## config.mk

```make
export PLATFORM = sky130hd
export DESIGN_NAME = lock_controller
export DESIGN_NICKNAME = d
export VERILOG_FILES = /design/src/rtl/lock_controller.sv
export SDC_FILE = /design/constraint.sdc
export NUM_CORES = 1
export LEC_CHECK = 0
export ABC_AREA = 1
export CORE_MARGIN = 5
export CORE_UTILIZATION = 30
export CTS_CLUSTER_DIAMETER = 150
export DETAILED_ROUTE_END_ITERATION = 10
export HOLD_SLACK_MARGIN = 0.02
export PLACE_DENSITY = 0.56
export REMOVE_ABC_BUFFERS = 1
export SLEW_MARGIN = 20
export SYNTH_ARGS = -nofsm -noshare
export SYNTH_HDL_FRONTEND = slang
export SYNTH_SLANG_ARGS = --single-unit
```

## constraint.sdc

```tcl
create_clock -name clk -period 4 [get_ports clk]
set_clock_uncertainty 0.15 [all_clocks]
set_input_delay 0.6 -clock clk [delete_from_list [all_inputs] [get_ports clk]]
set_output_delay 0.6 -clock clk [all_outputs]
set_load 0.005 [all_outputs]
```

## src/rtl/lock_controller.sv

```systemverilog
`default_nettype none
// ============================================================================
//  Module   : lock_controller
//  Purpose  : Access decision, timed unlock window, lockout and latched alarm.
//  Revision : 1.0  initial release
// ============================================================================
module lock_controller #(
  parameter int MAX_FAILS      = 3,
  parameter int MAX_LOCKOUTS   = 2,
  parameter int UNLOCK_CYCLES  = 8,
  parameter int LOCKOUT_CYCLES = 16,
  parameter int TIMER_W        = 8
) (
  input  logic       clk,
  input  logic       rst,
  input  logic       check_i,
  input  logic       valid_i,
  input  logic       relock_i,
  output logic       unlock_o,
  output logic       locked_out_o,
  output logic       alarm_o,
  output logic       ack_o,
  output logic [3:0] fail_count_o
);

  typedef enum logic [1:0] {
    S_IDLE    = 2'd0,
    S_OPEN    = 2'd1,
    S_LOCKOUT = 2'd2,
    S_ALARM   = 2'd3
  } state_e;

  localparam logic [3:0]         C_FAIL_LAST    = 4'(MAX_FAILS - 1);
  localparam logic [3:0]         C_LOCK_LAST    = 4'(MAX_LOCKOUTS - 1);
  localparam logic [TIMER_W-1:0] C_UNLOCK_LOAD  = TIMER_W'(UNLOCK_CYCLES - 1);
  localparam logic [TIMER_W-1:0] C_LOCKOUT_LOAD = TIMER_W'(LOCKOUT_CYCLES - 1);

  state_e             state_q;
  logic [TIMER_W-1:0] timer_q;
  logic [3:0]         fail_q;
  logic [3:0]         lock_cnt_q;
  logic               unlock_q;
  logic               locked_q;
  logic               alarm_q;
  logic               ack_q;

  // Outputs are updated together with the state so they appear the cycle
  // after the deciding edge and never glitch on a combinational path.
  always_ff @(posedge clk) begin
    if (rst) begin
      state_q    <= S_IDLE;
      timer_q    <= '0;
      fail_q     <= '0;
      lock_cnt_q <= '0;
      unlock_q   <= 1'b0;
      locked_q   <= 1'b0;
      alarm_q    <= 1'b0;
      ack_q      <= 1'b0;
    end else begin
      ack_q <= 1'b0;
      case (state_q)
        S_IDLE: begin
          if (check_i) begin
            ack_q <= 1'b1;
            if (valid_i) begin
              state_q    <= S_OPEN;
              timer_q    <= C_UNLOCK_LOAD;
              fail_q     <= '0;
              lock_cnt_q <= '0;
              unlock_q   <= 1'b1;
            end else if (fail_q < C_FAIL_LAST) begin
              fail_q <= fail_q + 4'd1;
            end else if (lock_cnt_q == C_LOCK_LAST) begin
              fail_q  <= '0;
              state_q <= S_ALARM;
              alarm_q <= 1'b1;
            end else begin
              fail_q     <= '0;
              lock_cnt_q <= lock_cnt_q + 4'd1;
              timer_q    <= C_LOCKOUT_LOAD;
              state_q    <= S_LOCKOUT;
              locked_q   <= 1'b1;
            end
          end
        end
        S_OPEN: begin
          if (relock_i || (timer_q == '0)) begin
            state_q  <= S_IDLE;
            timer_q  <= '0;
            unlock_q <= 1'b0;
          end else begin
            timer_q <= timer_q - TIMER_W'(1);
          end
        end
        S_LOCKOUT: begin
          // Lockout counter is deliberately held so the next fail run escalates.
          if (timer_q == '0) begin
            state_q  <= S_IDLE;
            locked_q <= 1'b0;
          end else begin
            timer_q <= timer_q - TIMER_W'(1);
          end
        end
        S_ALARM: begin
          alarm_q <= 1'b1;
        end
        default: begin
          state_q <= S_IDLE;
        end
      endcase
    end
  end

  assign unlock_o     = unlock_q;
  assign locked_out_o = locked_q;
  assign alarm_o      = alarm_q;
  assign ack_o        = ack_q;
  assign fail_count_o = fail_q;

endmodule
`default_nettype wire

```

# Word-level counts from Yosys, hierarchy flattened
# Index checks and enable logic that the tools add are counted.
dict set report totals {
  regBits 22
  in_bits 5
  elab_cells 80
}
dict set report op_classes {
  n_addsub 3
  order_cmp 1
  eq_ne 17
  mux 35
  bitwise_logic 1
  reduce_logical 15
}
# cell count
set op_table {}
lappend op_table {{8-bit two-way mux} 6}
lappend op_table {{8-bit one-hot mux with 3 select lines} 1}
lappend op_table {{2-bit inequality test (second input constant)} 11}
lappend op_table {{4-bit two-way mux} 5}
lappend op_table {{5-bit AND reduction} 3}
lappend op_table {{1-bit two-way mux} 14}
lappend op_table {{2-bit two-way mux} 5}
lappend op_table {{4-bit by 1-bit adder with 4-bit output (second input constant)} 2}
lappend op_table {{8-bit zero test} 1}
lappend op_table {{4-bit AND reduction} 2}
lappend op_table {{8-bit by 1-bit subtractor with 8-bit output (second input constant)} 1}
lappend op_table {{3-bit inequality test (second input constant)} 2}
lappend op_table {{1-bit one-hot mux with 2 select lines} 3}
lappend op_table {{2-bit one-hot mux with 3 select lines} 1}
lappend op_table {{6-bit AND reduction} 1}
lappend op_table {{2-bit nonzero test} 3}
lappend op_table {{2-bit equality test (second input constant)} 2}
lappend op_table {{4-bit by 1-bit equality test with 1-bit output (second input constant)} 1}
lappend op_table {{4-bit by 2-bit less-than comparator with 1-bit output (second input constant)} 1}
lappend op_table {{3-bit nonzero test} 1}
lappend op_table {{2-bit by 1-bit equality test with 1-bit output (second input constant)} 1}
lappend op_table {{2-bit zero test} 1}
lappend op_table {{2-bit AND reduction} 1}
lappend op_table {{2-bit OR reduction} 1}
lappend op_table {{2 further kinds} 2}

# Logic depth before layout (Yosys ltp)
# Gate-level depths: netlist of the first run.
dict set report depth {
  depth_word 6
  ltp_mapped 12
  depth_no_buf 12
}

# Worst setup path after synthesis of the first run
# Ideal clock, no wire load.
dict set report synth_timing {
  kind {register to register}
  from {register state_q[0]}
  to {register timer_q[7]}
  arrival_time_ns 1.405
  t_required_ns 3.735
  setup_slack_ns 2.330
  path_stages_with_launch 12
  synth_period_minus_slack_ns 1.670
  path_cell_list {dfxtp_1 -> inv_1 -> ha_1 -> inv_1 -> nand2_1 -> nand2_4 -> inv_2 -> nor2_4 -> buf_6 -> nand4_1 -> nand2_1 -> nor2_1}
}
dict set report synth_between {
  elab_chain_len 3
  word_cells_on_any_way 10
}
# item line
set synth_lines {}
lappend synth_lines {{start: declaration} 38} ;# state_e state_q;
lappend synth_lines {{start signal: assignment} 51} ;# state_q <= S_IDLE;
lappend synth_lines {{start signal: assignment} 66} ;# state_q <= S_OPEN;
lappend synth_lines {{start signal: assignment} 75} ;# state_q <= S_ALARM;
lappend synth_lines {{2-bit equality test (tied with other cells)} 61} ;# case (state_q)
lappend synth_lines {{2-bit inequality test (no source line) (tied with other cells)} n/a}
lappend synth_lines {{5-bit AND reduction (no source line)} n/a}
lappend synth_lines {{end signal: assignment} 92} ;# timer_q <= timer_q - TIMER_W'(1);
lappend synth_lines {{end signal: assignment} 101} ;# timer_q <= timer_q - TIMER_W'(1);
lappend synth_lines {{end: declaration} 39} ;# logic [TIMER_W-1:0] timer_q;
# Several ways; a longest one is shown, not always the timed one.
# A chain may end at the register's enable or synchronous reset.

# Final worst setup path of the first run
dict set report layout_timing {
  from {input valid_i}
  to {register timer_q[6]}
}
dict set report layout_between {
  elab_chain_len 3
  word_cells_on_any_way 6
}
# item line
set layout_lines {}
lappend layout_lines {{start: declaration} 17} ;# input logic valid_i,
lappend layout_lines {{8-bit two-way mux} 65} ;# if (valid_i) begin
lappend layout_lines {{8-bit two-way mux} 63} ;# if (check_i) begin
lappend layout_lines {{8-bit one-hot mux with 3 select lines} 61}
# Several ways; a longest one is shown, not always the timed one. The select of a mux whose other input is x is not followed.

==> results.toml, run 1 <==
[floorplanning]
die_height_um = 75.9
die-width_um = 75.9
fp.dieArea_um2 = 5760
start_util_pct = 30.4
core_area_um2 = 4290
num_rows = 24
io_pins = 13

[synthesis]
synth_seq_cells = 22
avgSynthCellArea_um2 = 7.24
syn_area_um2 = 1300
yosys_warnings = 0
ys_types = 32
netlist_instances = 180
ys_seq_area_share_pct = 33.8

[global_route]
grt.overflow.total = 0
grt_pass1_wl_um = 4800
grt_max_degree = 13
grt_pass1_vias = 1107
grt.total_usage_pct = 9.77
antenna_found_initial = 0

[sta]
setup_violations = 0
period_share_pct = 53.3
tightest_slew_ns = 0.428
fin_ws_ns = 1.87
slew_viol_final = 0
min_period_ns = 2.13
rsz0062_at_grt = "no"
fin_tns_setup_ns = 0
hold_viol = 0
relSlewSlack_pct = 71.4
clock.fmax_mhz = 469

[critical_path]
crit_required_ns = 4.01
worst_r2r_endpoint = "timer_q[6]$_SDFFE_PP0P_"
worstReg2RegStart = "state_q[0]$_SDFFE_PP0P_"
startpoint_type = "primary input"
reg2reg_slack_ns = 2.08
worstSetupEndpointType = "flip-flop"
path_cells = "clkdlybuf4s50_1 > inv_2 > nand3_2 > nand2_4 > nand2_4 > inv_2 > nor2_4 > nand2_1 > nand2_1 > nor2_1"
critical-path-max-stage-delay_ns = 0.61
worst-setup-path-type = "in -> reg"
path_buf_inv = 3
crit_arrival_ns = 2.14
critPathMaxFanout = 12
cp_top_family = "simple AND/OR/NAND/NOR gates"
crit_slowest_cell = "clkdlybuf4s50_1"
worst_r2r_path_depth = 10

[placed_design]
dp_slack_ns = 1.60
port_buffers = 12
post-dp-hpwl_um = 2120
routabilityCongestion = 0.764

[drt]
dr_total_vias = 1148
drt_iter0_markers = 58
drc = 0
vias_per_cell = 4.67
post_drt_wl_per_cell_um = 11.3
drtPass1Iterations = 4
routed_wl_um = 2770
ant_nets = 0

[power_and_ir_drop]
powerDensity_nw_per_um2 = 721
leakagePower_uw = 0.000652
ir_drop_mv = 0.187

[finish]
fillers = 464
area_delta_synth_final_pct = 17.0
layout_commonest_cell = "nand2_1"
final_cell_mix = "30 x nand2_1, 28 x nor2_1, 23 x inv_1"
diodes = 0
fin_nets = 209
drive_above_1_share_pct = 11.3

[cts]
root_buffer = "clkbuf_8"
ctsHoldBuffers = 0
cts_resized = 0
h-tree-depth = 1
clk_latency_ns = 0.26
cts_tree = "yes"
clock_path_buffers = 2
cts_sinks = 22
cts_setup_buffers = 0
cts_buffers = 3
clk_pin_slew_worst_paths_ns = 0.08

[hold_path]
worstHoldStart = "alarm_o$_SDFFE_PP0P_"
hold_path_depth = 2
hold_path_end = "alarm_o$_SDFFE_PP0P_"
hold_class = "reg -> reg"

[run_status]
outcome = "finished clean"

[flow_run]
drv_cap = 0
report_power, final:
part	switching [uW]	internal, uW
clock	74.5	87.8
sequential	53.0	282
combinational	383	218
cells by family (layout without fill, tap and decap cells):
family          count (synthesis)  in the layout  share of synthesized area [%]
compound gates                 33             33                           15.3
flops                          22             22                           33.8
simple gates                   85             85                           31.4
xor+xnor                        2              2                           1.34
fa+ha+maj                       9              9                           8.64
buf+inv                        29             43                           9.60
cell type report:
class                   instances  area, um^2  share of cell area, %
multi-input cells             129         738                   48.4
well taps                      52        65.1                   4.27
inverters                      27         106                   6.97
clock buffers                   4        55.1                   3.61
repair buffers                 12         120                   7.88
flip-flops and latches         22         440                   28.9
Yosys cell counts:
cell type	n	area, um^2
inv_2	3	11.3
nand2_2	1	6.26
o21ai_0	5	25.0
nand3_1	6	30.0
nor3_1	6	30.0
a21oi_2	1	8.76
a22oi_1	2	15.0
nand2_4	3	33.8
nand2_1	30	113
nand4_1	2	12.5
inv_1	23	86.3
o211a_1	1	10.0
buf_6	1	11.3
o2111ai_1	2	17.5
a21oi_1	13	65.1
o21a_1	1	7.51
nor2_1	28	105
nand3_2	2	20.0
ha_1	9	113
a211oi_1	1	7.51
xor2_1	2	17.5
o21ai_1	4	20.0
nor2_2	3	18.8
clkinv_4	1	8.76
o21ai_2	1	8.76
buf_4	1	7.51
nor3b_1	1	7.51
o21bai_1	1	7.51
nor3_2	1	10.0
dfxtp_1	22	440
nor2_4	2	22.5
a31oi_1	1	6.26
through the flow:
stage	util [%]	area (um^2)	instances	total power, uW	hold WS, ns
2_1_floorplan	-	1280	178	796	0.291
3_3_place_gp	34.2	1470	242	946	0.312
3_5_place_dp	34.2	1470	242	938	0.302
4_1_cts	35.5	1530	246	1110	0.315
5_1_grt	35.5	1530	246	1210	0.350
6_report	35.5	1530	246	1100	0.310
routing by layer:
metal | wire length [um] | share of wire (%) | track usage, %
met4 | 35 | 1.3 | 4.80
met5 | 0 | 0 | 0
met1 | 1460 | 53 | 13.0
met3 | 57 | 2.1 | 1.66
met2 | 1220 | 44 | 15.2
worst max path at each step:
stage | from | slack (ns) | cells past startpoint | endpoint
finish | valid_i | 1.87 | 10 | timer_q[6]$_SDFFE_PP0P_
global route | valid_i | 1.77 | 10 | timer_q[7]$_SDFFE_PP0P_
CTS | valid_i | 1.89 | 10 | timer_q[5]$_SDFFE_PP0P_
detailed placement | valid_i | 1.60 | 10 | timer_q[5]$_SDFFE_PP0P_
global placement | valid_i | 1.61 | 10 | timer_q[5]$_SDFFE_PP0P_
floorplan | state_q[0]$_SDFFE_PP0P_ | 2.33 | 10 | timer_q[7]$_SDFFE_PP0P_
registers in the layout, summed over array words and instances, names as in the netlist:
signal        cells
ack_o             1
alarm_o           1
fail_count_o      4
lock_cnt_q        4
locked_out_o      1
state_q           2
timer_q           8
unlock_o          1
tightest hold or removal path, delay by kind of cell, from the launching register on:
kind	cells	cell delay, ns
flops	1	0.32
compound gates	1	0.05
buf+inv	1	0.05
No activity file was read; power rests on OpenSTA's default activity.
==> run 2, diff against run 1 <==
- clock period: 4 -> 2.15 ns (I/O delays scaled with it)
==> run 2 against run 1 <==
Against the previous run: design area up 1.5%; critical path depth unchanged; sequential share of layout area fell by 0.42 points; power up 87%; first-iteration DRC count grew 26%; sequential power rose by 86%; largest power group unchanged; final cell count grew 1.2%; hold slack got worse by 0.0045 ns; register-to-register slack got worse by 1.9 ns.
==> results.toml, run 2 (same netlist as run 1, synthesis figures left out) <==
[floorplanning]
num_rows = 24
core_area_um2 = 4290
start_util_pct = 30.4
io_pins = 13
die-width_um = 75.9
die_height_um = 75.9
fp.dieArea_um2 = 5760

[cts]
clock_path_buffers = 2
cts_sinks = 22
cts_setup_buffers = 0
h-tree-depth = 1
root_buffer = "clkbuf_8"
clk_latency_ns = 0.27
cts_buffers = 3
cts_tree = "yes"
clk_pin_slew_worst_paths_ns = 0.08
cts_resized = 0
ctsHoldBuffers = 0

[finish]
area_delta_synth_final_pct = 18.7
largest_reg_flops = 8
diodes = 0
drive_above_1_share_pct = 12.7
top_register = "timer_q"
finish.utilization_pct = 36.0
layout_commonest_cell = "nand2_1"
final_cell_mix = "30 x nand2_1, 28 x nor2_1, 23 x inv_1"
fin_nets = 212
fin_area_um2 = 1550

[sta]
min_period_ns = 1.93
period_share_pct = 89.9
slew_viol_final = 0
relSlewSlack_pct = 71.8
fin_ws_ns = 0.218
worst_hold_slack_ns = 0.306
setup_violations = 0
clock.fmax_mhz = 518
hold_viol = 0
rsz0062_at_grt = "no"
fin_tns_setup_ns = 0
tightest_slew_ns = 0.419

[critical_path]
worstReg2RegStart = "state_q[0]$_SDFFE_PP0P_"
crit_required_ns = 2.16
worstSetupEndpointType = "flip-flop"
crit_slowest_cell = "dfxtp_1"
worst-setup-path-type = "reg -> reg"
critPathMaxFanout = 12
startpoint_type = "flip-flop"
critical-path-max-stage-delay_ns = 0.40
worst_r2r_path_depth = 10
path_cells = "inv_1 > ha_1 > inv_1 > nand2_1 > nand2_4 > inv_2 > nor2_4 > a21oi_1 > nand2_1 > nor2_1"
crit_path_start = "state_q[0]$_SDFFE_PP0P_"
crit_arrival_ns = 1.95

[power_and_ir_drop]
ir_drop_mv = 0.282
powerDensity_nw_per_um2 = 1320
leakagePower_uw = 0.000667

[hold_path]
worstHoldStart = "alarm_o$_SDFFE_PP0P_"
hold_path_depth = 2
hold_class = "reg -> reg"

[global_route]
antenna_found_initial = 0
grt_max_degree = 13
grt.overflow.total = 0
grt.total_usage_pct = 9.64
grt_pass1_vias = 1018
grt_pass1_wl_um = 4600

[flow_run]
drv_cap = 0

[drt]
dr_total_vias = 1111
drt_iter0_markers = 73
post_drt_wl_per_cell_um = 11.1
routed_wl_um = 2780
vias_per_cell = 4.46
drtPass1Iterations = 4
ant_nets = 0
drc = 0

[placed_design]
routabilityCongestion = 0.758
post_dp_cell_area_um2 = 1490
post-dp-hpwl_um = 2170
port_buffers = 12
dp_slack_ns = 0.129

[run_status]
outcome = "finished clean"
run 2: critical path: cells and delay by family, from the launching register on:
| kind | cells | cell delay [ns] |
|---|---|---|
| AND/OR/NAND/NOR | 5 | 0.55 |
| flip-flops | 1 | 0.40 |
| adder cells (fa/ha/maj) | 1 | 0.31 |
| buffers and inverters | 3 | 0.28 |
| AO/OA/AOI/OAI | 1 | 0.15 |
run 2: path summary, 6_finish.rpt:
kind / slack, ns / endpoint
worst min register to register: 0.31 / alarm_o$_SDFFE_PP0P_
worst min-delay path: 0.31 / alarm_o$_SDFFE_PP0P_
worst max-delay path: 0.22 / timer_q[7]$_SDFFE_PP0P_
worst max register to register: 0.22 / timer_q[7]$_SDFFE_PP0P_
run 2: through the flow:
stage	total power (uW)	std cells
final	2050	249
after CTS	2070	249
after floorplan	1480	178
after global placement	1750	245
after global routing	2260	249
after detailed placement	1760	245
run 2: final cells by class:
cell class	count	area (um^2)
fill	483	2750
multi-input combinational	129	738
tap	52	65.1
inverter	27	106
sequential	22	440
timing repair buffer	15	143
clock buffer	4	55.1
run 2: metal layers:
metal / global-route usage (%) / share of wire, % / vias to the layer above
met2: 13.9 / 40 / 13
met3: 1.54 / 1.9 / 5
met4: 4.80 / 2.2 / 0
met1: 13.7 / 56 / 473
met5: 0 / 0 / -
li1: - / - / 620
run 2: power by group:
part	internal, uW	switching, uW
clock	163	140
combinational	411	713
sequential	524	98.2
total	1100	952
==> patch 1, RTL diff (config.mk and constraints of run 2) <==
Re-encode `state_e` (4 states) as one-hot, 4 bits wide.
--- a/src/rtl/lock_controller.sv
+++ b/src/rtl/lock_controller.sv
@@ -24,9 +24,9 @@
 );
 
-  typedef enum logic [1:0] {
-    S_IDLE    = 2'd0,
-    S_OPEN    = 2'd1,
-    S_LOCKOUT = 2'd2,
-    S_ALARM   = 2'd3
+  typedef enum logic [3:0] {
+    S_IDLE    = 4'b0001,
+    S_OPEN    = 4'b0010,
+    S_LOCKOUT = 4'b0100,
+    S_ALARM   = 4'b1000
   } state_e;
 
Behaviour: no difference found for any inputs over 10 cycles, from zero or initial values and one cycle with rst high; not proved beyond that.
==> patch 1 against run 2 <==
  * Synthesized cell count grew 12%
  * Setup slack improved by 0.20 ns
  * Fmax is 11% higher
  * Sequential cell count is 2 higher
  * Synthesized area is 7.6% higher
  * Final cell count increased by 8.4%
  * Die area is 6.6% higher
  * Routed wire length is 5.3% higher
  * Cell area grew 6.5%
  * Power rose by 4.4%
  * Register-to-register slack gained 0.22 ns
  * Critical path type is now input pin to flip-flop
  * Critical endpoint is now timer_q[6]
  * Highest routed layer unchanged
==> patch 1: results (changes against run 2) <==
| Metric | Value |
|---|---|
| Outcome | `finished clean (unchanged)` |
| Met2 usage | `16.8% (was 13.9%)` |
| Sequential area share after synthesis | `34.3% (was 33.8%)` |
| WHS Endpoint | `locked_out_o (was alarm_o)` |
| Net Sw Power | `988 uW (was 952 uW)` |
| Critical path's slowest cell | `clkdlybuf4s50_1 (was dfxtp_1)` |
| WL met1 | `1520 um (was 1540 um)` |
| Synth cell types | `26 (was 32)` |
| HPWL after DPL | `2390 um (was 2170 um)` |
| Critical path data arrival time | `1.74 ns (was 1.95 ns)` |
| Adder-Cell Fraction of Synth Area | `4.46% (was 8.64%)` |
| GR Util All Layers | `10.6% (was 9.64%)` |
| Via Count | `1233 (was 1111)` |
| R2R cell count | `9 (was 10)` |
| RR Startpoint | `timer_q[0] (was state_q[0])` |
| Complex-gate fraction of the synthesized area | `12.3% (was 15.3%)` |
| Pre-CTS setup slack | `0.125 ns (was 0.129 ns)` |
| Grt met1 use | `14.0% (was 13.7%)` |
| First-pass GRT wire length | `5260 um (was 4600 um)` |
| Avg Cell Area, Syn | `6.94 um2 (was 7.24 um2)` |
| First DRT Iteration DRCs | `79 (was 73)` |
| Seq pwr share | `31.3% (was 30.4%)` |
| Pin count of the biggest net entering global routing | `14 (was 13)` |
| Routed met2 length | `1270 um (was 1120 um)` |
| Synth top cells by count | `inv_1, nand2_1, nor2_1 (was nand2_1, nor2_1, inv_1)` |
| Non-Filler Instances | `270 (was 249)` |
| Critical Path Max Stage Delay | `0.51 ns (was 0.40 ns)` |
| Rel. slew slack | `78.8% (was 71.8%)` |
| Ratio of cells with drive above 1 in the final layout | `14.7% (was 12.7%)` |
| Area contributors post-synth | `dfxtp_1, inv_1, nand2_1 (was dfxtp_1, ha_1, nand2_1)` |
| Critical path's top delay family | `buffers and inverters (was simple AND/OR/NAND/NOR gates)` |
| Comb group | `1.17 mW (was 1.12 mW)` |
| GPL Wtd Cong | `0.873 (was 0.758)` |
| Hold Startpoint | `locked_out_o (was alarm_o)` |
| Worst vdd ir | `0.000355 V (was 0.000282 V)` |
| DP Area | `1590 um2 (was 1490 um2)` |
| Grt met3 use | `2.86% (was 1.54%)` |
| Post-Synth XOR/XNOR Area | `1.25% (was 1.34%)` |
| FF-to-FF setup slack | `0.44 ns (was 0.22 ns)` |
| Reg2reg end | `timer_q[6] (was timer_q[7])` |
patch 1: layout make-up:
class / count / area (um2)
sequential: 24 / 480
clock buffer: 4 / 55.1
timing repair buffer: 14 / 135
tap: 52 / 65.1
fill: 493 / 2800
inverter: 35 / 134
multi-input combinational: 141 / 779
patch 1: worst max-delay path by stage:
stage	from	to	slack, ns
after global placement	valid_i	timer_q[2]	0.16
after CTS	valid_i	timer_q[6]	0.41
after floorplan	timer_q[0]	timer_q[5]	0.63
final	valid_i	timer_q[6]	0.42
after global routing	timer_q[0]	timer_q[5]	0.28
after detailed placement	valid_i	timer_q[6]	0.12
patch 1: cells by family (layout without fill, tap and decap cells):
family	Yosys count	count (layout)
DFF	24	24
and+or+nand+nor	103	103
AOI/OAI and AO/OA	31	31
buffers and inverters	37	53
adders and majority gates	5	5
xor gates and xnor gates	2	2
==> patch 2, RTL diff (flow settings as in run 2) <==
Without the edit above. `LOCKOUT_CYCLES`: 16 -> 12.
--- a/src/rtl/lock_controller.sv
+++ b/src/rtl/lock_controller.sv
@@ -9,5 +9,5 @@
   parameter int MAX_LOCKOUTS   = 2,
   parameter int UNLOCK_CYCLES  = 8,
-  parameter int LOCKOUT_CYCLES = 16,
+  parameter int LOCKOUT_CYCLES = 12,
   parameter int TIMER_W        = 8
 ) (
Function: no difference found for any inputs over 10 cycles, from zero or initial values and one cycle with rst high; that may be too few to reach the edited logic, so the function may still have changed.
==> patch 2 against run 2 <==
  * Critical path depth did not move
  * Non-clock buffer count fell by 2
  * Power rose by 11%
  * Cell area rose by 2.7%
  * Final cell count fell by 1.6%
  * First-iteration DRC count fell by 30%
  * Setup slack improved by 0.17 ns
  * Routed wire length fell by 3.9%
  * Sequential cell count did not move
  * Synthesized area rose by 2.2%
  * Global-route usage fell by 0.10 points
==> patch 2: results (changes against run 2) <==
| Metric | Value |
|---|---|
| Critical path data arrival time | `1.80 ns (was 1.95 ns)` |
| Ratio of cells with drive above 1 in the final layout | `14.5% (was 12.7%)` |
| Max reg flops | `8 (unchanged)` |
| Complex-gate fraction of the synthesized area | `16.4% (was 15.3%)` |
| Final #Nets | `208 (was 212)` |
| Worst-margin pin slew | `0.303 ns (was 0.419 ns)` |
| Post-Synth XOR/XNOR Area | `3.94% (was 1.34%)` |
| Num CTS Buffers | `3 (unchanged)` |
| Lkg Pwr | `0.665 nW (was 0.667 nW)` |
| Wire length per cell | `10.9 um (was 11.1 um)` |
| Antenna violations before repair | `0 (unchanged)` |
| Vias in the first global route | `1044 (was 1018)` |
| First DRT Iteration DRCs | `51 (was 73)` |
| PortBufs | `12 (unchanged)` |
| Synth cell types | `33 (was 32)` |
| Outcome | `finished clean (unchanged)` |
| Antenna fix cells | `0 (unchanged)` |
| Post-CTS Resized | `0 (unchanged)` |
| Worst-path fanout max | `9 (was 12)` |
| Synth top cells by count | `nor2_1, nand2_1, dfxtp_1 (was nand2_1, nor2_1, inv_1)` |
| Worst vdd ir | `0.000438 V (was 0.000282 V)` |
| Worst min path class | `flip-flop to flip-flop (unchanged)` |
| Cell taking the most area after synthesis | `dfxtp_1 (unchanged)` |
| First-pass GRT wire length | `4630 um (was 4600 um)` |
| GR Util All Layers | `9.54% (was 9.64%)` |
| Clock Latency Late Sink | `0.26 ns` |
| Root Buffer | `clkbuf_8 (unchanged)` |
| GPL Wtd Cong | `0.793 (was 0.758)` |
| Pin count of the biggest net entering global routing | `14 (was 13)` |
| HPWL after DPL | `2080 um (was 2170 um)` |
| Adder-Cell Fraction of Synth Area | `8.45% (was 8.64%)` |
| Via Count | `1119 (was 1111)` |
| Async set-or-reset flop fraction in the synthesized netlist | `0% (unchanged)` |
| Area contributors post-synth | `dfxtp_1, ha_1, nor2_1 (was dfxtp_1, ha_1, nand2_1)` |
| Setup Buffers After CTS | `0 (unchanged)` |
| Initial DRT Pass Iterations | `4 (unchanged)` |
| H-tree depth | `1 (unchanged)` |
| Most flops, register | `timer_q (unchanged)` |
| Ys Warns | `0 (unchanged)` |
| Worst-path clk slew | `0.08 ns (about the same)` |
| Max clock buf depth | `2 (unchanged)` |
| Post-synthesis mux area share | `0% (unchanged)` |
| Sequential area share after synthesis | `33.1% (was 33.8%)` |
## patch 2: cell count changes in the layout (fill, tap and decap cells not counted), sizes merged, moves of 3 or more
| cell | before | now |
|---|---|---|
| nor3 | 7 | 4 |
| xnor2 | 0 | 4 |
| inv | 26 | 20 |
| a21oi | 14 | 20 |
| nand3 | 8 | 11 |
## patch 2: cell type report
type / instances / area (um2)
clock buffer: 3 / 41.3
clock inverter: 1 / 30.0
multi-input combinational: 132 / 795
sequential: 22 / 440
tap: 52 / 65.1
fill: 475 / 2740
timing repair buffer: 13 / 128
inverter: 22 / 90.1
## patch 2: metal layers
metal	vias to the layer above	GRT usage, %	routed length (um)
li1	607	-	-
met1	496	12.3	1310
met5	-	0	0
met2	14	14.7	1200
met4	0	2.62	21
met3	2	3.66	129
## patch 2: path summary, 6_finish.rpt
check          startpoint            to  slack, ns  depth (start not counted)
max reg2reg    state_q[0]    timer_q[7]       0.39                         10
min          locked_out_o  locked_out_o       0.31                          2
max            state_q[0]    timer_q[7]       0.39                         10
min reg2reg  locked_out_o  locked_out_o       0.31                          2
## patch 2: report_power, final
part	internal, mW	switching [mW]
Clock	0.249	0.135
Sequential	0.503	0.0766
Combinational	0.501	0.813
## patch 2: critical path, stage by stage, from the launching register on
cell	delay (ns)
dfxtp_1	0.34
inv_1	0.08
ha_1	0.32
nand2_4	0.12
clkinv_4	0.09
nand2_4	0.06
nand2_4	0.08
inv_4	0.05
nor2_8	0.16
nand3_1	0.10
a21oi_1	0.15
## patch 2: cell families (layout without fill, tap and decap cells)
group                      Yosys count  count (layout)
buffers and inverters               23              39
DFF                                 22              22
AOI/OAI and AO/OA                   35              35
xor gates and xnor gates             6               6
adders and majority gates            9               9
and+or+nand+nor                     82              82
## patch 2: stage by stage
stage / hold slack [ns] / util [%] / setup slack [ns] / instance area, um2 / cells
after detailed placement: 0.301 / 35.1 / 0.235 / 1520 / 241
after global placement: 0.301 / 35.1 / 0.280 / 1520 / 241
after CTS: 0.314 / 36.7 / 0.358 / 1590 / 245
after global routing: 0.345 / 36.7 / 0.201 / 1590 / 245
after floorplan: 0.235 / - / 0.589 / 1330 / 176
final: 0.310 / 36.7 / 0.388 / 1590 / 245
